**config.mk**
```make
export PLATFORM = sky130hd
export DESIGN_NAME = fifo_sram_ctrl
export DESIGN_NICKNAME = d
export VERILOG_FILES = /design/src/rtl/fifo_sram_ctrl_pkg.sv /design/src/rtl/fifo_sram_ctrl_skid.sv /design/src/rtl/fifo_sram_ctrl.sv
export SDC_FILE = /design/constraint.sdc
export NUM_CORES = 1
export LEC_CHECK = 0
export ABC_AREA = 1
export BUFFER_PORTS_ARGS = -buffer_cell sky130_fd_sc_hd__buf_2
export CORE_MARGIN = 2
export CORE_UTILIZATION = 23
export CTS_CLUSTER_DIAMETER = 80
export DETAILED_ROUTE_END_ITERATION = 10
export SLEW_MARGIN = 20
export SYNTH_ARGS = -nofsm -noshare
export SYNTH_HDL_FRONTEND = slang
export SYNTH_HIERARCHICAL = 1
export SYNTH_SLANG_ARGS = --single-unit
export TNS_END_PERCENT = 1
```
**constraint.sdc**
```tcl
create_clock -name clk_i -period 2.5 [get_ports clk_i]
set_clock_uncertainty 0.05 [all_clocks]
set_input_delay 0.5 -clock clk_i [delete_from_list [all_inputs] [get_ports clk_i]]
set_output_delay 0.5 -clock clk_i [all_outputs]
set_load 0.01 [all_outputs]
```
**src/rtl/fifo_sram_ctrl_pkg.sv**
```systemverilog
// Shared types and timing defaults for the BRAM FIFO macro controller.
package fifo_sram_ctrl_pkg;

  typedef enum logic [1:0] {
    S_PRE,
    S_RST,
    S_POST,
    S_RUN
  } state_t;

  localparam int DEF_PRE_CYCLES  = 2;
  localparam int DEF_RST_CYCLES  = 5;
  localparam int DEF_POST_CYCLES = 2;

  // Width of the sequencing counter; every phase length must fit below 2**SEQ_W.
  localparam int SEQ_W = 8;

  function automatic logic [SEQ_W-1:0] last_cycle(input int cycles);
    return SEQ_W'(cycles - 1);
  endfunction

endpackage

```
**src/rtl/fifo_sram_ctrl_skid.sv**
```systemverilog
// Two-entry prefetch buffer turning the macro's 1-cycle read latency into
// first-word-fall-through output.
module fifo_sram_ctrl_skid #(
  parameter int DATA_WIDTH = 32
) (
  input  logic                  clk,
  input  logic                  rst,
  input  logic                  clear,
  input  logic                  rd_issue,
  input  logic [DATA_WIDTH-1:0] rd_data,
  input  logic                  pop,
  output logic [1:0]            buf_cnt,
  output logic                  inflight,
  output logic                  valid,
  output logic [DATA_WIDTH-1:0] data
);

  logic [DATA_WIDTH-1:0] ent0;
  logic [DATA_WIDTH-1:0] ent1;

  assign valid = (buf_cnt != 2'd0);
  assign data  = ent0;

  // ent0 is always the oldest word; a returning read lands behind whatever survives the pop.
  always_ff @(posedge clk or posedge rst) begin
    if (rst) begin
      buf_cnt  <= 2'd0;
      inflight <= 1'b0;
      ent0     <= '0;
      ent1     <= '0;
    end else if (clear) begin
      buf_cnt  <= 2'd0;
      inflight <= 1'b0;
    end else begin
      inflight <= rd_issue;
      case ({pop, inflight})
        2'b11: begin
          if (buf_cnt == 2'd2) begin
            ent0 <= ent1;
            ent1 <= rd_data;
          end else begin
            ent0 <= rd_data;
          end
        end
        2'b10: begin
          ent0    <= ent1;
          buf_cnt <= buf_cnt - 2'd1;
        end
        2'b01: begin
          if (buf_cnt == 2'd0) ent0 <= rd_data;
          else                 ent1 <= rd_data;
          buf_cnt <= buf_cnt + 2'd1;
        end
        default: ;
      endcase
    end
  end

endmodule

```
**src/rtl/fifo_sram_ctrl.sv**
```systemverilog
// Sequences the FIFO macro reset/flush, gates its WREN/RDEN and presents
// valid/ready push and pop interfaces with an exact occupancy count.
module fifo_sram_ctrl
  import fifo_sram_ctrl_pkg::*;
#(
  parameter int DATA_WIDTH  = 32,
  parameter int DEPTH       = 512,
  parameter int PRE_CYCLES  = DEF_PRE_CYCLES,
  parameter int RST_CYCLES  = DEF_RST_CYCLES,
  parameter int POST_CYCLES = DEF_POST_CYCLES,
  parameter int CNT_W       = $clog2(DEPTH + 3)
) (
  input  logic                  clk_i,
  input  logic                  rst_i,
  input  logic                  flush_i,
  input  logic                  in_valid_i,
  output logic                  in_ready_o,
  input  logic [DATA_WIDTH-1:0] in_data_i,
  output logic                  out_valid_o,
  input  logic                  out_ready_i,
  output logic [DATA_WIDTH-1:0] out_data_o,
  output logic [CNT_W-1:0]      count_o,
  output logic                  busy_o,
  output logic                  err_o,
  output logic                  mac_rst_o,
  output logic                  mac_wren_o,
  output logic [DATA_WIDTH-1:0] mac_di_o,
  output logic                  mac_rden_o,
  input  logic [DATA_WIDTH-1:0] mac_do_i,
  input  logic                  mac_empty_i,
  input  logic                  mac_full_i,
  input  logic                  mac_rderr_i,
  input  logic                  mac_wrerr_i
);

  state_t           state;
  logic [SEQ_W-1:0] seq_cnt;
  logic             run;
  logic             push;
  logic             out_fire;
  logic             buf_valid;
  logic [1:0]       buf_cnt;
  logic             inflight;
  logic [1:0]       occ;

  assign run        = (state == S_RUN);
  assign busy_o     = ~run;
  assign mac_rst_o  = (state == S_RST);

  assign in_ready_o = run & ~mac_full_i & ~flush_i;
  assign push       = in_valid_i & in_ready_o;
  assign mac_wren_o = push;
  assign mac_di_o   = run ? in_data_i : '0;

  assign out_valid_o = run & buf_valid;
  assign out_fire    = out_valid_o & out_ready_i;

  // A read may be issued into a full pipeline only when the head leaves this same cycle.
  assign occ        = buf_cnt + {1'b0, inflight};
  assign mac_rden_o = run & ~flush_i & ~mac_empty_i &
                      ((occ < 2'd2) | ((occ == 2'd2) & out_fire));

  always_ff @(posedge clk_i or posedge rst_i) begin
    if (rst_i) begin
      state   <= S_RST;
      seq_cnt <= '0;
      err_o   <= 1'b0;
    end else begin
      case (state)
        S_PRE: begin
          if (seq_cnt == last_cycle(PRE_CYCLES)) begin
            state   <= S_RST;
            seq_cnt <= '0;
          end else begin
            seq_cnt <= seq_cnt + SEQ_W'(1);
          end
        end
        S_RST: begin
          if (seq_cnt == last_cycle(RST_CYCLES)) begin
            state   <= S_POST;
            seq_cnt <= '0;
            err_o   <= 1'b0;
          end else begin
            seq_cnt <= seq_cnt + SEQ_W'(1);
          end
        end
        S_POST: begin
          if (seq_cnt == last_cycle(POST_CYCLES)) begin
            state   <= S_RUN;
            seq_cnt <= '0;
          end else begin
            seq_cnt <= seq_cnt + SEQ_W'(1);
          end
        end
        S_RUN: begin
          if (flush_i) begin
            state   <= S_PRE;
            seq_cnt <= '0;
          end
          if (mac_rderr_i | mac_wrerr_i) err_o <= 1'b1;
        end
        default: begin
          state   <= S_RST;
          seq_cnt <= '0;
        end
      endcase
    end
  end

  // Occupancy covers words in the macro, in flight and in the prefetch buffer.
  always_ff @(posedge clk_i or posedge rst_i) begin
    if (rst_i) begin
      count_o <= '0;
    end else if (run & flush_i) begin
      count_o <= '0;
    end else begin
      count_o <= count_o + CNT_W'(push) - CNT_W'(out_fire);
    end
  end

  fifo_sram_ctrl_skid #(
    .DATA_WIDTH(DATA_WIDTH)
  ) u_skid (
    .clk      (clk_i),
    .rst      (rst_i),
    .clear    (run & flush_i),
    .rd_issue (mac_rden_o),
    .rd_data  (mac_do_i),
    .pop      (out_fire),
    .buf_cnt  (buf_cnt),
    .inflight (inflight),
    .valid    (buf_valid),
    .data     (out_data_o)
  );

endmodule

```
# Word-level counts from Yosys, hierarchy flattened
# Index checks and enable logic that the tools add are counted.
# classes
n_lt_le_gt_ge,1
bitwise_logic,17
muxes,23
add_sub_neg,6
n_reduce_logical,12
n_eq_ne,18
# ops
cell,count
two-way mux 32 bit,5
one-hot mux 32 bit (3 select lines),1
one-hot mux 32 bit (2 select lines),1
two-way mux 8 bit,3
one-hot mux 8 bit (3 select lines),1
"equality test 2 bit, second input constant",6
adder 10 x 1 -> 10 bit,1
AND 1 bit,10
two-way mux 10 bit,1
two-way mux 2 bit,5
subtractor 10 x 1 -> 10 bit,1
"adder 8 x 1 -> 8 bit, second input constant",1
"equality test 8 x 1 -> 1 bit, second input constant",1
"equality test 8 x 3 -> 1 bit, second input constant",1
"!= test 2 x 1 -> 1 bit, second input constant",4
"!= test 2 bit, second input constant",4
one-hot mux 2 bit (4 select lines),1
AND reduction 4 bit,2
AND reduction 3 bit,2
nonzero test 2 bit,3
nonzero test 3 bit,2
inverter 1 bit,5
"equality test 2 x 1 -> 1 bit, second input constant",2
logical NOT 2 bit,2
9 further kinds,12
# totals
reg_bits,88

# Longest topological paths before layout
# Gate-level depths: netlist of the first run.
# depth
ltp_word,7
ltp_mapped,19
mapped_depth_nobuf,18

# By module
# The synthesis of the first run kept the hierarchy.
# by_module_without_submodules
mod,n_inst,seq_area_each_um2,cells_per_inst,area_each_um2
fifo_sram_ctrl_skid,1,1676.6,536,3806.2
fifo_sram_ctrl,1,526.8,288,1860.5

# Worst setup path after synthesis of the first run
# Ideal clock, no wire load.
# synth_timing
path_type,flip-flop to flip-flop
start,reg state[0]
end,reg count_o[8]
required_time_ns,2.331
setup_time_ns,0.119
path_stages_with_launch,18
n_path_buf,1
arrival_time_ns,2.676
slack_ns,-0.345
path_cell_list,dfstp_2 -> ha_1 -> buf_6 -> inv_4 -> nor2_8 -> inv_2 -> nor2_1 -> nand2_1 -> ha_1 -> inv_1 -> ha_1 -> fa_1 -> nand3_1 -> nand2_1 -> nand3_1 -> nand3_1 -> nand2_1 -> nor2_1
# synth_between
elab_chain_cells,7
# synth_rtl
item,line_no,source
"start, declared",fifo_sram_ctrl.sv:36,state_t state;
"start signal, assigned",fifo_sram_ctrl.sv:65,state <= S_RST;
"start signal, assigned",fifo_sram_ctrl.sv:72,state <= S_RST;
"start signal, assigned",fifo_sram_ctrl.sv:80,state <= S_POST;
equality test 2 bit,fifo_sram_ctrl.sv:46,assign run = (state == S_RUN);
named net run,fifo_sram_ctrl.sv:38,logic run;
AND 1 bit (2 in a row),fifo_sram_ctrl.sv:50,assign in_ready_o = run & ~mac_full_i & ~flush_i;
named net in_ready_o,fifo_sram_ctrl.sv:17,"output logic in_ready_o,"
AND 1 bit,fifo_sram_ctrl.sv:51,assign push = in_valid_i & in_ready_o;
adder 10 x 1 -> 10 bit,fifo_sram_ctrl.sv:117,count_o <= count_o + CNT_W'(push) - CNT_W'(out_fire);
subtractor 10 x 1 -> 10 bit,fifo_sram_ctrl.sv:117,
two-way mux 10 bit,fifo_sram_ctrl.sv:114,end else if (run & flush_i) begin
"end signal, assigned",fifo_sram_ctrl.sv:117,
"end, declared",fifo_sram_ctrl.sv:22,"output logic [CNT_W-1:0] count_o,"
# The timed path passes the listed nets, and every way through them passes these cells.
# A chain may end at the register's enable or synchronous reset.

# Worst setup path after layout of the first run
# layout_timing
start,reg state[0]
end,reg count_o[6]
# layout_between
elab_chain_cells,7
# layout_rtl
item,line_no
equality test 2 bit *,fifo_sram_ctrl.sv:46
named net run,fifo_sram_ctrl.sv:38
AND 1 bit (2 in a row),fifo_sram_ctrl.sv:50
AND 1 bit,fifo_sram_ctrl.sv:51
adder 10 x 1 -> 10 bit,fifo_sram_ctrl.sv:117
subtractor 10 x 1 -> 10 bit,fifo_sram_ctrl.sv:117
two-way mux 10 bit *,fifo_sram_ctrl.sv:114
# The timed path passes the listed nets; every way through them passes the cells marked *.

==> results of run 1 <==
-- worst max-delay path, cell delays in order, from the launching register on --
cell     delay, ns
dfstp_2       0.55
ha_4          0.18
inv_8         0.04
nor2_8        0.09
inv_4         0.04
nor2_4        0.08
nand2_2       0.08
ha_4          0.27
inv_2         0.03
ha_4          0.15
fa_2          0.37
nand3_2       0.09
nand2_4       0.07
nand2_4       0.08
nand3_2       0.06
nand2_1       0.07
nor2_1        0.03
-- logic make-up after synthesis --
family                   after synthesis  synth area share, %
adder cells (fa/ha/maj)               24                 5.43
XOR/XNOR                               8                 1.24
AO/OA/AOI/OAI                         20                 2.01
AND/OR/NAND/NOR                      548                 42.3
flip-flops                            88                 38.9
buffers and inverters                136                 10.2
-- timing repair --
item | in CTS | in global routing
buffers inserted | 2 | 5
hold endpoints to repair | 0 | 0
setup endpoints to repair | 31 | 70
gates resized for setup | 6 | 25
cloned | 0 | 2
pin swaps | 3 | 12
-- synthesized netlist by cell type, types with 2 or more instances --
library cell,count,area [um^2]
buf_6,4,45.0
ha_1,23,288
a21oi_1,10,50.1
nor2_2,3,18.8
xor2_1,7,61.3
o21ai_0,3,15.0
buf_4,4,30.0
o21ai_1,2,10.0
buf_2,14,70.1
clkbuf_1,24,90.1
nand2_1,316,1190
nand3_1,144,721
nand3_2,2,20.0
nor3_1,3,15.0
nand4_1,34,213
inv_2,3,11.3
nor2_1,37,139
nand2_2,4,25.0
inv_1,85,319
dfrtp_1,87,2180
nor2_4,2,22.5
-- report_power, final --
group / leakage, uW / internal [uW] / switching, uW
clock network: 0.000129 / 705 / 603
registers: 0.00111 / 1710 / 221
logic: 0.00288 / 960 / 1550
-- registers in the layout, indices dropped and copies added (netlist names) --
name and flops:
state 2, u_skid/data 32, count_o 10, seq_cnt 8, u_skid/inflight 1, err_o 1, u_skid/ent1 32, u_skid/buf_cnt 2
-- cell usage in the layout (no fill, tap or decap), types with 2 or more instances in the layout --
cell          n
nand2_1     311
buf_2       153
nand3_1     140
dfrtp_1      87
inv_1        82
nor2_1       34
nand4_1      34
buf_4        27
ha_1         17
clkbuf_16    11
a21oi_1      10
buf_12        8
xor2_1        7
nand3_2       6
nand2_2       6
nor2_4        5
o21ai_1       4
ha_4          4
nor2_2        3
nor3_1        3
inv_2         3
nand2_4       3
buf_6         3
inv_8         2
inv_4         2
clkbuf_1      2
clkinvlp_4    2
ha_2          2
-- metrics by stage --
| stage | setup TNS (ns) | setup slack, ns | hold WS, ns | util, % | instances |
|---|---|---|---|---|---|
| detailed placement | -0.249 | -0.0699 | 0.410 | 28.8 | 1285 |
| finish | 0 | 0.0410 | 0.147 | 30.9 | 1311 |
| floorplan | -0.516 | -0.168 | 0.418 | - | 824 |
| global placement | -0.0638 | -0.0363 | 0.410 | 28.8 | 1285 |
| CTS | -0.0188 | -0.0151 | 0.152 | 30.1 | 1303 |
| global route | -0.164 | -0.0599 | 0.168 | 30.8 | 1310 |
-- how the worst max path moves through the flow --
| stage | start | end | slack, ns | cells past startpoint |
|---|---|---|---|---|
| floorplan | state[0] | count_o[6] | -0.17 | 17 |
| global placement | state[0] | count_o[6] | -0.04 | 16 |
| detailed placement | state[0] | count_o[6] | -0.07 | 16 |
| CTS | state[0] | mac_rden_o | -0.02 | 7 |
| global route | state[0] | count_o[6] | -0.06 | 16 |
| finish | state[0] | count_o[6] | 0.04 | 16 |
-- layer usage --
layer	track usage, %	vias to the layer above
li1	-	2936
met1	17.3	2699
met2	24.9	245
met3	3.36	19
met4	3.04	0
met5	0	-
-- final cells by class --
| type | instances | area share, % |
|---|---|---|
| Tap cell | 324 | 5.42 |
| Timing Repair Buffer | 193 | 16.2 |
| Sequential cell | 88 | 29.5 |
| Antenna cell | 1 | 0.0335 |
| Clock inverter | 4 | 0.385 |
| Inverter | 89 | 4.73 |
| Clock buffer | 12 | 3.29 |
| Multi-Input combinational cell | 600 | 40.5 |
==> flow_summary.ini, run 1 <==
[status]
status = completed

[sta]
finalMaxSlewViolations = 0
slew_headroom_pct = 68.5
worstMarginPinSlew_ns = 0.473
hold_viol = 0
rsz0062_at_grt = yes
fmax_ghz = 0.407
finalSetupViolCount = 0
fin_crit_sh_pct = 98.4
min_period_ns = 2.46

[die]
die_x_um = 161
io_pins = 154
die_area_um2 = 25900
rows = 57
die_h_um = 161
coreArea_um2 = 24200
floorplan.initialDensity_pct = 23.4

[finish]
fill_cells = 2620
syn2layout_area_growth_pct = 32.0
stdcell_area_um2 = 7480
multi_input_area_um2 = 3030
fin_nets = 1078
drive_gt1_share_pct = 25.4
seqCellArea_um2 = 2200

[global_route]
antenna_found_initial = 0
gr-total-overflow = 0
grt_max_degree = 68
gr-usage-all-layers_pct = 14.0
grt_pass1_wl_um = 29300
grt_pass1_vias = 5600

[worst_setup_path]
rr_worst_depth = 16
cp.arrival_ns = 2.64
cp.required_ns = 2.69
r2r-end = count_o[6]
setup.worst_path.class = reg2reg
start_kind = register
r2r-start = state[0]
r2r_slack_ns = 0.04
crit_path_end_kind = register
critical_path_peak_fanout = 4

[route]
drtAntennaViolNets = 0
drt_iter0_drc = 327
wl_um = 18500
top_layer_used = met4
wl_met2_um = 9040
wl_met1_um = 7760
drc = 0
routed_via_density = 4.50
num_vias = 5899
first_pass_iters = 5
met3WireLength_um = 1480
wl_per_cell_um = 14.1

[place]
place_area_um2 = 6980
port_buffers = 153
dp_hpwl_um = 12100
gp_congestion = 0.807

[synth]
synth_warnings = 6
syn-num-nets = 921
synth_edf_count = 0
ys_seq_area_share_pct = 38.9
synth_area_um2 = 5670
avgSynthCellArea_um2 = 6.88
async_flop_share_pct = 100
synth_flop_cell = dfrtp_1
synthCells = 824
ys_ff_latch = 88
synth.distinct_cells = 34

[clock_network]
h-tree-depth = 3
cts_made_buffers = 9
hold_buffers = 0
cts.clk_slew.worst_paths_ns = 0.06
cts_tree = built
clock_sinks = 88
clock_path_buffers = 2
clk_latency_ns = 0.35
clockRootBuffer = clkbuf_16

[power]
power_uw = 5750
ir_worst_vdd_mv = 0.332
p_leak_uw = 0.00412
cellPowerDensity_nw_per_um2 = 768

[hold_path]
worstHoldPathType = in2async

[job]
maxCapViolations = 0
(Power assumes the default switching activity.)
==> inputs of run 2 (changes only) <==
- CORE_UTILIZATION: 23 -> 48
- PLACE_DENSITY: unset -> 0.77
- REMOVE_ABC_BUFFERS: unset -> 1
==> run 2 against run 1 <==
- the flow now finishes with violations (negative setup slack)
- critical path depth unchanged
- combinational power about the same
- sequential power barely moved
- setup slack got worse by 0.080 ns
- first-iteration DRC count grew 61%
- count of clock-buffer cells in the layout shrank 3
- via count is 0.25% higher
- utilization is 32 points higher
- design area shrank 4.0%
- cell count down 14%
- die area is 51% lower
==> flow_summary.ini, run 2 (synthesis gave the netlist of run 1 again) <==
[sta]
slew_headroom_pct = 44.0
fin_ws_ns = -0.0391
finalMaxSlewViolations = 0
min_period_ns = 2.54
whs_ns = 0.160
fmax_ghz = 0.394
hold_viol = 0
worstMarginPinSlew_ns = 0.840
finalSetupViolCount = 3
fin_crit_sh_pct = 102
rsz0062_at_grt = yes

[clock_network]
clock_path_buffers = 2
cts_made_buffers = 9
clock_sinks = 88
cts_tree = built
cts.clk_slew.worst_paths_ns = 0.07
h-tree-depth = 3
clockRootBuffer = clkbuf_16
clk_latency_ns = 0.35

[power]
clkPwrFrac_pct = 23.7
combPwrFrac_pct = 43.5
switchingPower_uw = 2350
p_sw_share_pct = 40.5
power_uw = 5820
seqPwrFrac_pct = 32.8
cellPowerDensity_nw_per_um2 = 810
p_leak_uw = 0.00409
ir_worst_vdd_mv = 0.667
p_int_uw = 3460

[route]
drtAntennaViolNets = 0
num_vias = 5914
first_pass_iters = 7
routed_via_density = 5.25
wl_per_cell_um = 14.1
drt_iter0_drc = 527
wl_um = 15900
drc = 0

[finish]
drive_gt1_share_pct = 24.7
mostFrequentLayoutCell = nand2_1
fin_nets = 1074
multi_input_area_um2 = 3000
fill_cells = 1025
stdcell_area_um2 = 7180
mostFrequentLayoutCells = nand2_1 (311), buf_2 (153), nand3_1 (140), dfrtp_1 (87), inv_1 (83)
syn2layout_area_growth_pct = 26.7
seqCellArea_um2 = 2200

[global_route]
gr-usage-all-layers_pct = 25.0
gr-total-overflow = 0
grt_max_degree = 37
antenna_found_initial = 1
grt_pass1_vias = 5444
grt_pass1_wl_um = 26000

[worst_setup_path]
crit_path_end_kind = register
start_kind = register
critical_path_peak_fanout = 4
cp.arrival_ns = 2.72
rr_worst_depth = 16
cp.required_ns = 2.68
setup.worst_path.class = reg2reg

[die]
die_h_um = 113
floorplan.initialDensity_pct = 49.4
rows = 39
coreArea_um2 = 11500
die_area_um2 = 12700
die_x_um = 113
io_pins = 154

[status]
failed_checks = negative setup slack
status = finished, violations left

[place]
place_area_um2 = 6650
gp_congestion = 0.807
port_buffers = 153
dpl_worst_slack_ns = -0.276
dp_hpwl_um = 10300

[hold_path]
worstHoldPathType = in2async

[job]
maxCapViolations = 0
==> run 2: cell count changes in the layout (fill, tap and decap cells not counted), moves of 2 or more <==
cell,change
clkbuf_1,-2
inv_8,-2
clkbuf_16,-2
ha_2,-2
ha_1,+3
buf_12,-2
clkinv_4,+2
==> run 2: what timing repair did <==
item                                    4_1_cts  5_1_grt
endpoints found under the setup margin       74       70
hold buffers                                  0        0
gates cloned                                  1        0
buffers inserted                              4        2
resized for setup                            14       21
pin swaps                                     3        6
==> run 2: power by group through the flow <==
stage,clock network (uW),logic (uW),registers [uW]
4_1_cts,1420,2400,1910
2_1_floorplan,0,1540,2000
6_report,1380,2530,1910
3_3_place_gp,0,2290,1920
3_5_place_dp,0,2330,1920
5_1_grt,1470,2880,1950
==> run 2: layout make-up <==
class	count	share of cell area (%)
Antenna cell	1	0.0349
Inverter	89	4.76
Clock buffer	9	3.14
Tap cell	143	2.49
Multi-Input combinational cell	600	41.8
Timing Repair Buffer	189	16.0
Sequential cell	88	30.7
Clock inverter	7	1.08
==> run 2: through the flow <==
stage	utilization (%)	std cells	setup TNS [ns]
CTS	61.7	1123	-0.00266
detailed placement	58.0	1102	-11.70
global placement	58.0	1102	-3.31
global route	62.6	1126	-0.508
finish	62.6	1126	-0.0849
floorplan	-	777	-73.18
==> run 2: path summary, 6_finish.rpt <==
| kind | from | end | slack [ns] |
|---|---|---|---|
| setup reg to reg | state[0] | count_o[8] | -0.04 |
| max in group asynchronous | rst_i | u_skid/data[0] | 1.50 |
| hold reg to reg | u_skid/data[16] | u_skid/data[16] | 0.42 |
| min in group clk_i | mac_rderr_i | err_o | 0.34 |
| hold / removal | rst_i | u_skid/ent1[13] | 0.16 |
| setup / recovery | state[0] | count_o[8] | -0.04 |
==> run 2: critical path: stages (launching register included) <==
cell	delay, ns
dfstp_2	0.56
ha_4	0.18
inv_4	0.06
nor2_8	0.09
inv_4	0.05
nor2_4	0.11
nand2_2	0.08
ha_4	0.26
inv_2	0.04
ha_4	0.16
fa_2	0.37
nand3_2	0.09
nand2_4	0.08
nand3_4	0.07
nand3_2	0.07
nand2_1	0.07
nor2_1	0.04
==> run 2: per-layer routing <==
layer  track usage [%]  share of wire (%)
met1              31.9                 42
met2              42.3                 48
met3              6.32                8.9
met4              7.07               0.70
met5                 0                  0
